$ cat config.mk
export PLATFORM = sky130hd
export DESIGN_NAME = pwm_capture_bidirectional
export DESIGN_NICKNAME = d
export VERILOG_FILES = /design/src/rtl/pwm_pkg.sv /design/src/rtl/pwm_capture_bidirectional_input_sync.sv /design/src/rtl/pwm_capture_bidirectional.sv
export SDC_FILE = /design/constraint.sdc
export NUM_CORES = 1
export LEC_CHECK = 0
export ABC_AREA = 1
export CORE_ASPECT_RATIO = 0.8
export CORE_MARGIN = 3
export CORE_UTILIZATION = 35
export CTS_CLUSTER_DIAMETER = 30
export DETAILED_ROUTE_END_ITERATION = 10
export SYNTH_ARGS = -nofsm -noshare
export SYNTH_HDL_FRONTEND = slang
export SYNTH_SLANG_ARGS = --single-unit
$ cat constraint.sdc
create_clock -name clk -period 2.8 [get_ports clk]
set_clock_uncertainty 0.05 [all_clocks]
set_input_delay 0.56 -clock clk [delete_from_list [all_inputs] [get_ports clk]]
set_output_delay 0.56 -clock clk [all_outputs]
set_load 0.005 [all_outputs]
$ cat src/rtl/pwm_pkg.sv
// Shared PWM definitions: nominal period, timeout window, capture state encoding
// and the direction-to-sign mapping used by capture and generator blocks.
package pwm_pkg;

  localparam int PWM_MAX_COUNT      = 4000;
  localparam int PWM_TIMEOUT_CYCLES = 8192;

  typedef enum logic [1:0] {
    ST_WAIT_FIRST = 2'd0,
    ST_MEASURE    = 2'd1,
    ST_TIMEOUT    = 2'd2
  } cap_state_t;

  // 10 = forward, 01 = reverse, 00 and 11 = no drive.
  function automatic logic signed [15:0] apply_dir(input logic [15:0] mag,
                                                   input logic dir1,
                                                   input logic dir2);
    logic signed [15:0] res;
    res = '0;
    case ({dir1, dir2})
      2'b10:   res = $signed(mag);
      2'b01:   res = -$signed(mag);
      default: res = '0;
    endcase
    return res;
  endfunction

endpackage

$ cat src/rtl/pwm_capture_bidirectional_input_sync.sv
// Two-flop synchronizer for one asynchronous line, with an optional
// rising-edge strobe derived from a third (delayed) flop.
module input_sync #(
  parameter bit RISE_EN = 1'b1
) (
  input  logic clk,
  input  logic reset_n,
  input  logic din,
  output logic sync,
  output logic rise
);

  logic meta;
  logic sync_q;

  always_ff @(posedge clk or negedge reset_n) begin
    if (!reset_n) begin
      meta   <= 1'b0;
      sync_q <= 1'b0;
    end else begin
      meta   <= din;
      sync_q <= meta;
    end
  end

  assign sync = sync_q;

  if (RISE_EN) begin : g_rise
    logic dly;
    always_ff @(posedge clk or negedge reset_n) begin
      if (!reset_n) dly <= 1'b0;
      else          dly <= sync_q;
    end
    assign rise = sync_q & ~dly;
  end else begin : g_no_rise
    assign rise = 1'b0;
  end

endmodule

$ cat src/rtl/pwm_capture_bidirectional.sv
// Measures PWM period and high time, signs the duty by the direction lines and
// reports a signed control value; flags loss of PWM edges as a timeout.
module pwm_capture_bidirectional
  import pwm_pkg::*;
#(
  parameter int MAX_COUNT      = PWM_MAX_COUNT,
  parameter int TIMEOUT_CYCLES = PWM_TIMEOUT_CYCLES
) (
  input  logic               clk,
  input  logic               reset_n,
  input  logic               pwm_in,
  input  logic               dir1_in,
  input  logic               dir2_in,
  output logic signed [15:0] measured_signal,
  output logic [15:0]        period_count,
  output logic               meas_valid,
  output logic               timeout,
  output logic               dir_fault
);

  if (TIMEOUT_CYCLES < 2 || TIMEOUT_CYCLES > 65535 || MAX_COUNT < 1 || MAX_COUNT > 32767)
  begin : g_param_check
    $error("pwm_capture_bidirectional: parameter out of range");
  end

  localparam logic [15:0] MAX16   = 16'(MAX_COUNT);
  localparam logic [15:0] TO_LAST = 16'(TIMEOUT_CYCLES - 1);

  logic pwm_s, pwm_rise;
  logic dir1_s, dir2_s;
  logic dir1_rise_unused, dir2_rise_unused;

  input_sync #(.RISE_EN(1'b1)) u_sync_pwm (
    .clk(clk), .reset_n(reset_n), .din(pwm_in), .sync(pwm_s), .rise(pwm_rise)
  );
  input_sync #(.RISE_EN(1'b0)) u_sync_dir1 (
    .clk(clk), .reset_n(reset_n), .din(dir1_in), .sync(dir1_s), .rise(dir1_rise_unused)
  );
  input_sync #(.RISE_EN(1'b0)) u_sync_dir2 (
    .clk(clk), .reset_n(reset_n), .din(dir2_in), .sync(dir2_s), .rise(dir2_rise_unused)
  );

  cap_state_t  state, state_nxt;
  logic [15:0] period_cnt, high_cnt;
  logic        do_meas, do_to, cnt_restart, cnt_zero, cnt_last;

  assign cnt_last = (period_cnt == TO_LAST);

  always_ff @(posedge clk or negedge reset_n) begin
    if (!reset_n) state <= ST_WAIT_FIRST;
    else          state <= state_nxt;
  end

  always_comb begin
    state_nxt   = state;
    do_meas     = 1'b0;
    do_to       = 1'b0;
    cnt_restart = 1'b0;
    cnt_zero    = 1'b0;
    case (state)
      ST_WAIT_FIRST, ST_TIMEOUT: begin
        // An edge here opens a period but closes nothing worth reporting.
        if (pwm_rise) begin
          state_nxt   = ST_MEASURE;
          cnt_restart = 1'b1;
        end else if (cnt_last) begin
          state_nxt = ST_TIMEOUT;
          do_to     = 1'b1;
          cnt_zero  = 1'b1;
        end
      end
      ST_MEASURE: begin
        if (pwm_rise) begin
          do_meas     = 1'b1;
          cnt_restart = 1'b1;
        end else if (cnt_last) begin
          state_nxt = ST_TIMEOUT;
          do_to     = 1'b1;
          cnt_zero  = 1'b1;
        end
      end
      default: state_nxt = ST_WAIT_FIRST;
    endcase
  end

  // The closing edge cycle is the first (high) cycle of the next period.
  always_ff @(posedge clk or negedge reset_n) begin
    if (!reset_n) begin
      period_cnt <= '0;
      high_cnt   <= '0;
    end else if (cnt_restart) begin
      period_cnt <= 16'd1;
      high_cnt   <= 16'd1;
    end else if (cnt_zero) begin
      period_cnt <= '0;
      high_cnt   <= '0;
    end else begin
      period_cnt <= period_cnt + 16'd1;
      if (pwm_s && high_cnt != 16'hFFFF) high_cnt <= high_cnt + 16'd1;
    end
  end

  always_ff @(posedge clk or negedge reset_n) begin
    if (!reset_n) begin
      measured_signal <= '0;
      period_count    <= '0;
      meas_valid      <= 1'b0;
      timeout         <= 1'b0;
      dir_fault       <= 1'b0;
    end else begin
      meas_valid <= do_meas | do_to;
      timeout    <= (state_nxt == ST_TIMEOUT);
      if (do_meas) begin
        period_count    <= period_cnt;
        measured_signal <= apply_dir((high_cnt > MAX16) ? MAX16 : high_cnt, dir1_s, dir2_s);
        dir_fault       <= dir1_s & dir2_s;
      end else if (do_to) begin
        // With no edges the line level alone says full-on or off.
        period_count    <= '0;
        measured_signal <= apply_dir(pwm_s ? MAX16 : 16'd0, dir1_s, dir2_s);
        dir_fault       <= dir1_s & dir2_s;
      end
    end
  end

endmodule

Yosys cells after proc, flatten, opt, wreduce, memory -nomap -nowiden
Cells that the tools add are included.
{"block": "totals", "ff_bits": 76, "latch_bits": 0, "ram_bits": 0, "romBits": 0, "in_bits": 5, "out_inout_bits": 35, "word_cells": 62, "n_memories": 0}
{"block": "classes", "n_addsub": 4, "mul": 0, "div": 0, "n_lt_le_gt_ge": 1, "eq_ne": 7, "shift": 0, "mux": 25, "bitwise": 4, "reduce_logical": 6}
{"cell": "16-bit 2-to-1 mux", "count": 10}
{"cell": "16-bit case mux with 2 select lines", "count": 2}
{"cell": "16-bit by 1-bit adder with 16-bit output, second input constant", "count": 2}
{"cell": "16-bit by 13-bit equality test with 1-bit output, second input constant", "count": 1}
{"cell": "16-bit by 12-bit > comparator with 1-bit output, second input constant", "count": 1}
{"cell": "16-bit != test, second input constant", "count": 1}
{"cell": "12-bit negator with 16-bit output", "count": 1}
{"cell": "16-bit negator", "count": 1}
{"cell": "12-bit 2-to-1 mux", "count": 1}
{"cell": "1-bit 2-to-1 mux", "count": 8}
{"cell": "2-bit equality test, second input constant", "count": 3}
{"cell": "2-bit 2-to-1 mux", "count": 3}
{"cell": "2-bit by 1-bit equality test with 1-bit output, second input constant", "count": 2}
{"cell": "2-bit case mux with 2 select lines", "count": 1}
{"cell": "3-bit nonzero test", "count": 1}
{"cell": "3-bit OR reduction", "count": 1}
{"cell": "1-bit bitwise AND", "count": 2}
{"cell": "2-bit logical NOT", "count": 1}
{"cell": "2-bit nonzero test", "count": 1}
{"cell": "2-bit OR reduction", "count": 1}
{"cell": "1-bit logical AND", "count": 1}
{"cell": "1-bit inverter", "count": 1}
{"cell": "1-bit OR", "count": 1}

Depth between registers and ports, before layout
Gate-level depths: netlist of run 1.
{"block": "depth", "ltp_word": 6, "ltp_mapped": 19, "ltp_nobuf": 19}

Modules after synthesis
A second synthesis of run 1 with hierarchy kept.
{"block": "unflattened", "hier_cells": 499, "hier_area_um2": 4013.8}
{"module": "pwm_capture_bidirectional", "n_inst": 1, "cells_per_inst": 486, "area_per_inst_um2": 3806.2, "seq_area_each_um2": 1726.7}
{"module": "input_sync (u_sync_dir1 ...)", "n_inst": 2, "cells_per_inst": 4, "area_per_inst_um2": 61.3, "seq_area_each_um2": 50.0}
{"module": "input_sync (u_sync_pwm)", "n_inst": 1, "cells_per_inst": 5, "area_per_inst_um2": 85.1, "seq_area_each_um2": 75.1}

Worst setup path before layout of run 1
Ideal clock, no wire load.
{"block": "synth_path", "path_type": "register -> register", "start": "reg high_cnt[0]", "end": "reg measured_signal[4]", "setup_time_ps": 121, "arrival_time_ps": 1964, "required_time_ps": 2629, "path_slack_ps": 665, "stages_incl_launch_ff": 16, "path_buffers": 0, "period_less_slack_ps": 2135, "path_cell_list": "dfrtp_1 inv_1 ha_1 inv_1 nor2_1 nand2_1 nand2_4 nand2_2 inv_2 nand2_1 ha_1 nand2_1 nor2_4 o21ai_0 o21ai_0 a22o_1"}
{"block": "synth_via", "elab_chain_len": 5}
{"item": "start: declaration", "line_no": "pwm_capture_bidirectional.sv:44", "source": "logic [15:0] period_cnt, high_cnt;"}
{"item": "start signal: assignment", "line_no": "pwm_capture_bidirectional.sv:99", "source": "if (pwm_s && high_cnt != 16'hFFFF) high_cnt <= high_cnt + 16'd1;"}
{"item": "16-bit by 12-bit > comparator with 1-bit output", "line_no": "pwm_capture_bidirectional.sv:115", "source": "measured_signal <= apply_dir((high_cnt > MAX16) ? MAX16 : high_cnt, dir1_s, dir2_s);"}
{"item": "16-bit 2-to-1 mux *", "line_no": "pwm_capture_bidirectional.sv:115"}
{"item": "16-bit negator", "line_no": "pwm_pkg.sv:22", "source": "2'b01: res = -$signed(mag);"}
{"item": "16-bit case mux with 2 select lines *", "line_no": "pwm_pkg.sv:20", "source": "case ({dir1, dir2})"}
{"item": "16-bit 2-to-1 mux *", "line_no": "pwm_capture_bidirectional.sv:113", "source": "if (do_meas) begin"}
{"item": "end signal: assignment", "line_no": "pwm_capture_bidirectional.sv:115"}
{"item": "end signal: assignment", "line_no": "pwm_capture_bidirectional.sv:120", "source": "measured_signal <= apply_dir(pwm_s ? MAX16 : 16'd0, dir1_s, dir2_s);"}
{"item": "end: declaration", "line_no": "pwm_capture_bidirectional.sv:14", "source": "output logic signed [15:0] measured_signal,"}
Every way passes the cells marked *; elsewhere a longest branch is shown, timed or not.
A chain may end at the register's enable or synchronous reset.

Worst setup path in the final report of run 1
{"block": "layout_path", "start": "reg high_cnt[8]", "end": "reg measured_signal[12]"}
The elaborated chain is that of the path after synthesis.

==> impl_metrics.csv, run 1 <==
group,metric,value,unit
worst_setup_path,crit_end,"measured_signal[12]",
floorplan,die_h,101,um
worst_setup_path,crit-reg2reg-capture,"measured_signal[12]",
drt,initialDrtViolationCount,225,
placement,number_of_port_buffers,39,
worst_setup_path,rr_worst_depth,16,
yosys,synth_ff_type,"dfrtp_1",
yosys,netlist_area,3980,sq um
final_layout,drive_gt1_share,11.7,%
sta,fmaxAchievable,404,MHz
yosys,proportion_of_synthesized_flip_flops_having_asynchronous_set_or_reset,100,%
pwr,power.share.clock,41.9,%
global_routing,grt_pass1_wl,16500,um
sta,hold_viol_final,0,
yosys,syn_nets,506,
clocking,cts-buffers-inserted,9,
final_layout,diodes,0,
drt,drtPass1Iterations,5,
sta,unrepaired_setup_endpoints_after_global_routing,"no",
clocking,hold_buffers,0,
final_layout,final_area,4880,sq um
floorplan,floorplan.initialDensity,36.2,%
pwr,ir_worst_vdd,0.315,mV
sta,setup-tns-final,0,ps
sta,worst_pin_slew,747,ps
yosys,yosys_register_bits,76,
clocking,cts.sink_count,76,
yosys,ys.warnings.count,0,
clocking,clock_path_buffers,2,
hold_path,hold_class,"input port to asynchronous set/reset pin",
placement,gp_congestion,0.869,
worst_setup_path,r2r_start,"high_cnt[8]",
global_routing,globalRouteOverflowTotal,0,
final_layout,nNetsFinal,555,
yosys,synth_sequential_area_ratio,47.8,%
drt,vias,3377,
sta,max_slew_violation_count,0,
pwr,sw_frac_of_total,25.5,%
floorplan,floorplan.die_area,12700,sq um
clocking,root_buffer,"clkbuf_16",
sta,layout_worst_path_cycle_share,88.4,%
placement,place_hpwl,6930,um
worst_setup_path,cp_data_arrival_time,2650,ps
floorplan,design.portCount,40,
yosys,syn-mean-instance-area,8.05,sq um
worst_setup_path,maximum_fanout_encountered_on_the_critical_timing_path,5,
pwr,internal_power,2.20,mW
yosys,synth_enable_flop_cells,0,
yosys,synthesis.instances,494,
worst_setup_path,cp-end-kind,"flip-flop",
final_layout,multi_input_comb_area,1770,sq um
pwr,power_per_cell_area,606,nW/um^2
clocking,clock_latency,330,ps
drt,post-route-drc-count,0,
worst_setup_path,cp_data_required_time,2970,ps
final_layout,number_of_inserted_filler_cells_in_the_final_layout,1091,
final_layout,sequential_cell_area,1900,sq um
pwr,static-leakage-power,2.24,nW
global_routing,via_count_of_the_first_global_routing_pass,3246,
sta,setup_viol,0,
worst_setup_path,timing.reg2reg.setup_slack,330,ps
floorplan,row_count,34,
clocking,cts_max_level,3,
floorplan,core_area,11000,sq um
clocking,clock_tree_from_tritoncts,"yes",
drt,post_drt_wl_per_cell,13.5,um
clocking,clkSlewWorstSetupHoldPaths,60,ps
sta,min_period,2470,ps
global_routing,grt_antenna_before_repair,0,
drt,detail_route.vias_per_cell,4.88,
floorplan,dieWidth,125,um
yosys,synth.lib_cells_used.distinct,40,
drt,antenna_violating_nets_post_route,0,
outcome,run_status,"completed",
pwr,p_seq_share,42.8,%
global_routing,grt_max_degree,44,
pwr,power_frac_comb,15.3,%
worst_setup_path,timing.critical_path.from,"high_cnt[8]",
job,max-cap-violations,0,
placement,placement.cell_area,4540,sq um
drt,postRouteWirelength,9320,um
worst_setup_path,crit_type,"flip-flop to flip-flop",
worst_setup_path,crit_path_start_kind,"flip-flop",
pwr,p_sw,0.753,mW
sta,worst_slew_margin_rel,49.4,%
global_routing,grt_util_all_layers,15.9,%
final_layout,synthToLayoutAreaGrowth,22.6,%
-- cells in the mapped netlist (4+ instances only) --
cell type	n	share of area, %
dfrtp_1	76	48
nor2_2	10	1.6
nand3_1	19	2.4
o21ai_1	7	0.88
ha_1	7	2.2
a21oi_1	23	2.9
buf_2	5	0.63
nand2_1	112	11
nand3_2	4	1.0
o21ai_0	40	5.0
nand2_2	5	0.79
xor2_1	5	1.1
nor2_1	59	5.6
inv_2	7	0.66
inv_1	55	5.2
nand4_1	14	2.2
nor3_1	11	1.4
-- what timing repair did --
item,4_1_cts,5_1_grt
endpoints found under the setup margin,0,14
buffers inserted,0,2
gates resized for setup,0,2
-- power by group through the flow --
stage	logic (mW)	clock network (mW)	registers [mW]
2_1_floorplan	0.255	0	1.27
3_3_place_gp	0.451	0	1.28
3_5_place_dp	0.456	0	1.28
4_1_cts	0.458	1.27	1.27
5_1_grt	0.520	1.32	1.28
6_report	0.452	1.24	1.26
-- per-stage QoR --
step / worst slack (ps) / cells / power, mW / utilization [%] / hold slack, ps
after detailed placement: 128 / 674 / 1.74 / 41.3 / 298
after global routing: 6.32 / 692 / 3.12 / 44.4 / 196
after global placement: 168 / 674 / 1.73 / 41.3 / 295
final: 325 / 692 / 2.96 / 44.4 / 155
after floorplan: 665 / 494 / 1.53 / - / 214
after CTS: 115 / 690 / 3.00 / 44.2 / 172
-- placed cells by master, fill, tap and decap left out, types with 2 or more instances in the layout --
| cell | count |
|---|---|
| nor3_1 | 11 |
| buf_4 | 12 |
| ha_1 | 7 |
| xor2_1 | 5 |
| o211ai_1 | 2 |
| o21ai_1 | 7 |
| nand3_2 | 4 |
| nand2_2 | 5 |
| nor3_4 | 2 |
| a31oi_1 | 2 |
| clkbuf_1 | 2 |
| o21ai_2 | 2 |
| dfrtp_1 | 75 |
| nor2_1 | 59 |
| nor2_2 | 9 |
| nand3b_1 | 2 |
| inv_2 | 7 |
| o21ai_0 | 40 |
| nand2_1 | 112 |
| a22o_1 | 3 |
| o22ai_1 | 2 |
| bufinv_16 | 2 |
| nor2_4 | 2 |
| inv_1 | 55 |
| nand4_1 | 14 |
| nand3_1 | 19 |
| a21oi_1 | 23 |
| clkdlybuf4s50_1 | 38 |
| clkbuf_16 | 9 |
-- per-layer routing --
| metal | share of wire (%) | global-route usage [%] |
|---|---|---|
| met5 | 0 | 0 |
| met4 | 1.1 | 4.25 |
| met1 | 54 | 24.3 |
| met2 | 40 | 22.6 |
| met3 | 5.1 | 3.58 |
-- registers in the layout, indices dropped and copies added (netlist names) --
| name | flops |
|---|---|
| high_cnt | 16 |
| u_sync_pwm.g_rise.dly | 1 |
| measured_signal | 16 |
| meas_valid | 1 |
| u_sync_pwm.sync | 1 |
| u_sync_pwm.meta | 1 |
| period_cnt | 16 |
| period_count | 16 |
| dir_fault | 1 |
| u_sync_dir2.sync | 1 |
| u_sync_dir2.meta | 1 |
| state | 2 |
| u_sync_dir1.sync | 1 |
| u_sync_dir1.meta | 1 |
| timeout | 1 |
-- cell families (layout without fill, tap and decap cells) --
kind of cell / count (synthesis) / in the layout / share of synthesized area [%]
AO/OA/AOI/OAI: 86 / 86 / 12.0
XOR/XNOR: 5 / 5 / 1.10
adder cells (fa/ha/maj): 7 / 7 / 2.20
buffers and inverters: 74 / 128 / 7.80
flip-flops: 76 / 76 / 47.8
AND/OR/NAND/NOR: 246 / 246 / 29.1
-- worst min path at each step --
stage | from | end | slack, ps | cells past startpoint
after global placement | u_sync_dir1.meta | u_sync_dir1.sync | 290 | 0
after CTS | reset_n | u_sync_dir1.meta | 170 | 1
final | reset_n | u_sync_dir1.meta | 160 | 1
after global routing | reset_n | u_sync_dir1.sync | 200 | 1
after detailed placement | u_sync_dir2.meta | u_sync_dir2.sync | 300 | 0
after floorplan | reset_n | dir_fault | 210 | 0
-- worst max-delay path, cell delays in order, from the launching register on --
cell and delay [ps]:
dfrtp_1 450, nand2_1 140, inv_1 70, nand2_1 80
nor2_2 140, nand2_4 90, nand2_2 120, inv_2 60
nand2_1 120, ha_1 270, nand2_1 130, nor2_4 130
nand3_2 90, o21ai_1 140, inv_1 70, o21ai_2 130
nand2_1 60
-- layout make-up --
| type | instances | area share, % |
|---|---|---|
| multi-input cells | 344 | 36.3 |
| clock inverters | 4 | 1.49 |
| flip-flops and latches | 76 | 39.0 |
| repair buffers | 50 | 9.65 |
| clock buffers | 12 | 5.06 |
| inverters | 62 | 4.77 |
| well taps | 144 | 3.70 |
(Power assumes the default switching activity.)
==> run 2, diff against run 1 <==
==> constraint.sdc (replaced) <==
create_clock -name clk -period 2.52 [get_ports clk]
set_clock_uncertainty 0.05 [all_clocks]
set_input_delay 0.504 -clock clk [delete_from_list [all_inputs] [get_ports clk]]
set_output_delay 0.504 -clock clk [all_outputs]
set_load 0.005 [all_outputs]
==> impl_metrics.csv, run 2 (synthesized netlist as in run 1, its figures left out) <==
group,metric,value,unit
final_layout,drive_gt1_share,13.2,%
placement,place_hpwl,7030,um
worst_setup_path,cp-end-kind,"flip-flop",
drt,antenna_violating_nets_post_route,0,
outcome,run_status,"completed",
worst_setup_path,timing.critical_path.buf_inv,3,
worst_setup_path,cp_num_cells,16,
job,max-cap-violations,0,
floorplan,design.portCount,40,
sta,layout_worst_path_cycle_share,92.0,%
floorplan,floorplan.die_area,12700,sq um
global_routing,globalRouteOverflowTotal,0,
global_routing,via_count_of_the_first_global_routing_pass,3277,
clocking,root_buffer,"clkbuf_16",
floorplan,row_count,34,
final_layout,nNetsFinal,558,
pwr,total_power,3.44,mW
clocking,cts_max_level,3,
worst_setup_path,cp_cell_sequence,"nand2_1 -> inv_1 -> nand2_1 -> nor2_2 -> nand2_4 -> nand2_2 -> inv_2 -> nand2_2 -> ha_4 -> nand2_1 -> nor2_4 -> nand3_2 -> o21ai_2 -> inv_1 -> o21ai_2 -> nand2_1",
worst_setup_path,max_stage_delay,450,ps
sta,hold_viol_final,0,
global_routing,grt_pass1_wl,16500,um
floorplan,die_h,101,um
final_layout,mostFrequentLayoutCell,"nand2_1",
drt,postRouteWirelength,9620,um
drt,detail_route.vias_per_cell,4.85,
placement,dp_worst_setup_slack,-225,ps
drt,vias,3372,
sta,fmaxAchievable,431,MHz
sta,layout_setup_ws,201,ps
floorplan,floorplan.initialDensity,36.2,%
final_layout,number_of_inserted_filler_cells_in_the_final_layout,1064,
sta,min_period,2320,ps
sta,worst_slew_margin_rel,47.9,%
drt,drtPass1Iterations,5,
placement,gp_congestion,0.870,
worst_setup_path,maximum_fanout_encountered_on_the_critical_timing_path,5,
final_layout,layout.cells.most_common_list,"nand2_1 (110), dfrtp_1 (74), nor2_1 (59)",
worst_setup_path,crit_path_top_delay_cell,"dfrtp_1",
clocking,clock_latency,340,ps
pwr,ir_worst_vdd,0.367,mV
clocking,clock_path_buffers,2,
sta,setup_viol,0,
worst_setup_path,timing.reg2reg.setup_slack,200,ps
placement,number_of_port_buffers,39,
worst_setup_path,crit_path_start_kind,"flip-flop",
drt,post-route-drc-count,0,
worst_setup_path,cp_data_arrival_time,2490,ps
global_routing,grt_util_all_layers,16.2,%
hold_path,hold_class,"input port to asynchronous set/reset pin",
worst_setup_path,crit_type,"flip-flop to flip-flop",
floorplan,core_area,11000,sq um
pwr,static-leakage-power,2.27,nW
clocking,cts-buffers-inserted,9,
global_routing,grt_antenna_before_repair,0,
sta,fin_hold_ws,90.5,ps
worst_setup_path,r2r_start,"high_cnt[8]",
worst_setup_path,crit_path_top_cell_by_count,"nand2_1",
worst_setup_path,crit-reg2reg-capture,"measured_signal[14]",
worst_setup_path,crit_end,"measured_signal[14]",
worst_setup_path,timing.critical_path.from,"high_cnt[8]",
final_layout,diodes,0,
drt,initialDrtViolationCount,173,
sta,unrepaired_setup_endpoints_after_global_routing,"no",
drt,post_drt_wl_per_cell,13.8,um
clocking,clkSlewWorstSetupHoldPaths,60,ps
worst_setup_path,cp_data_required_time,2700,ps
clocking,cts.sink_count,76,
clocking,clock_tree_from_tritoncts,"yes",
worst_setup_path,cpLargestDelayFamily,"simple AND/OR/NAND/NOR gates",
global_routing,grt_max_degree,40,
floorplan,dieWidth,125,um
sta,worst_pin_slew,769,ps
pwr,power_per_cell_area,692,nW/um^2
sta,max_slew_violation_count,0,
worst_setup_path,rr_worst_depth,16,
final_layout,synthToLayoutAreaGrowth,24.9,%
## run 2: cell count changes in the layout (fill, tap and decap cells not counted), sizes merged
cell      delta
buf          +2
bufinv       +1
clkbuf       -1
clkinvlp     -1
inv          +1
nor2         +1
## run 2: worst register-to-register path, stage by stage (launching register included)
cell and delay (ps):
dfrtp_1 450, nand2_1 150, inv_1 80, nand2_1 80, nor2_2 140, nand2_4 70
nand2_2 110, inv_2 70, nand2_2 110, ha_4 170, nand2_1 100, nor2_4 130
nand3_2 100, o21ai_2 150, inv_1 70, o21ai_2 120, nand2_1 60
## run 2: what timing repair did
action | in CTS | in global routing
pin swaps | 0 | 2
gates cloned | 0 | 1
setup buffers | 0 | 2
hold buffers | 0 | 0
resized for setup | 1 | 8
endpoints found under the setup margin | 13 | 11
## run 2: metrics by stage
step / utilization [%] / instance area [sq um] / setup TNS [ps] / instances
floorplan: - / 3980 / 0 / 494
global placement: 41.6 / 4560 / -950 / 676
detailed placement: 41.6 / 4560 / -2330 / 676
CTS: 44.8 / 4920 / 0 / 692
global route: 45.3 / 4970 / 0 / 695
finish: 45.3 / 4970 / 0 / 695
## run 2: area by class of cell
type | count | area [sq um] | share of cell area (%)
Clock buffer | 11 | 243 | 4.89
Inverter | 62 | 233 | 4.69
Sequential cell | 76 | 1900 | 38.3
Multi-Input combinational cell | 345 | 1800 | 36.2
Timing Repair Buffer | 52 | 502 | 10.1
Tap cell | 144 | 180 | 3.63
Clock inverter | 5 | 108 | 2.17
## run 2: how the worst min path moves through the flow
| stage | startpoint | endpoint | slack, ps | cells after the start |
|---|---|---|---|---|
| 6_report | reset_n | period_cnt[3] | 90 | 1 |
| 5_1_grt | reset_n | period_cnt[3] | 130 | 1 |
| 4_1_cts | reset_n | period_cnt[3] | 110 | 1 |
| 3_5_place_dp | u_sync_dir1.meta | u_sync_dir1.sync | 300 | 0 |
| 3_3_place_gp | u_sync_dir1.meta | u_sync_dir1.sync | 330 | 0 |
| 2_1_floorplan | reset_n | dir_fault | 160 | 0 |
## run 2: layer usage
metal / up-vias / GRT usage, % / routed length, um
met5: - / 0 / 0
met4: 0 / 5.08 / 127
met3: 10 / 4.16 / 406
met2: 63 / 23.5 / 3980
met1: 1584 / 23.8 / 5100
li1: 1715 / - / -
## run 2: power breakdown
group	switching, mW	leakage, nW	internal (mW)
registers	0.0801	1.00	1.33
logic	0.281	1.10	0.243
clock network	0.509	0.170	1.00
total	0.870	2.27	2.57
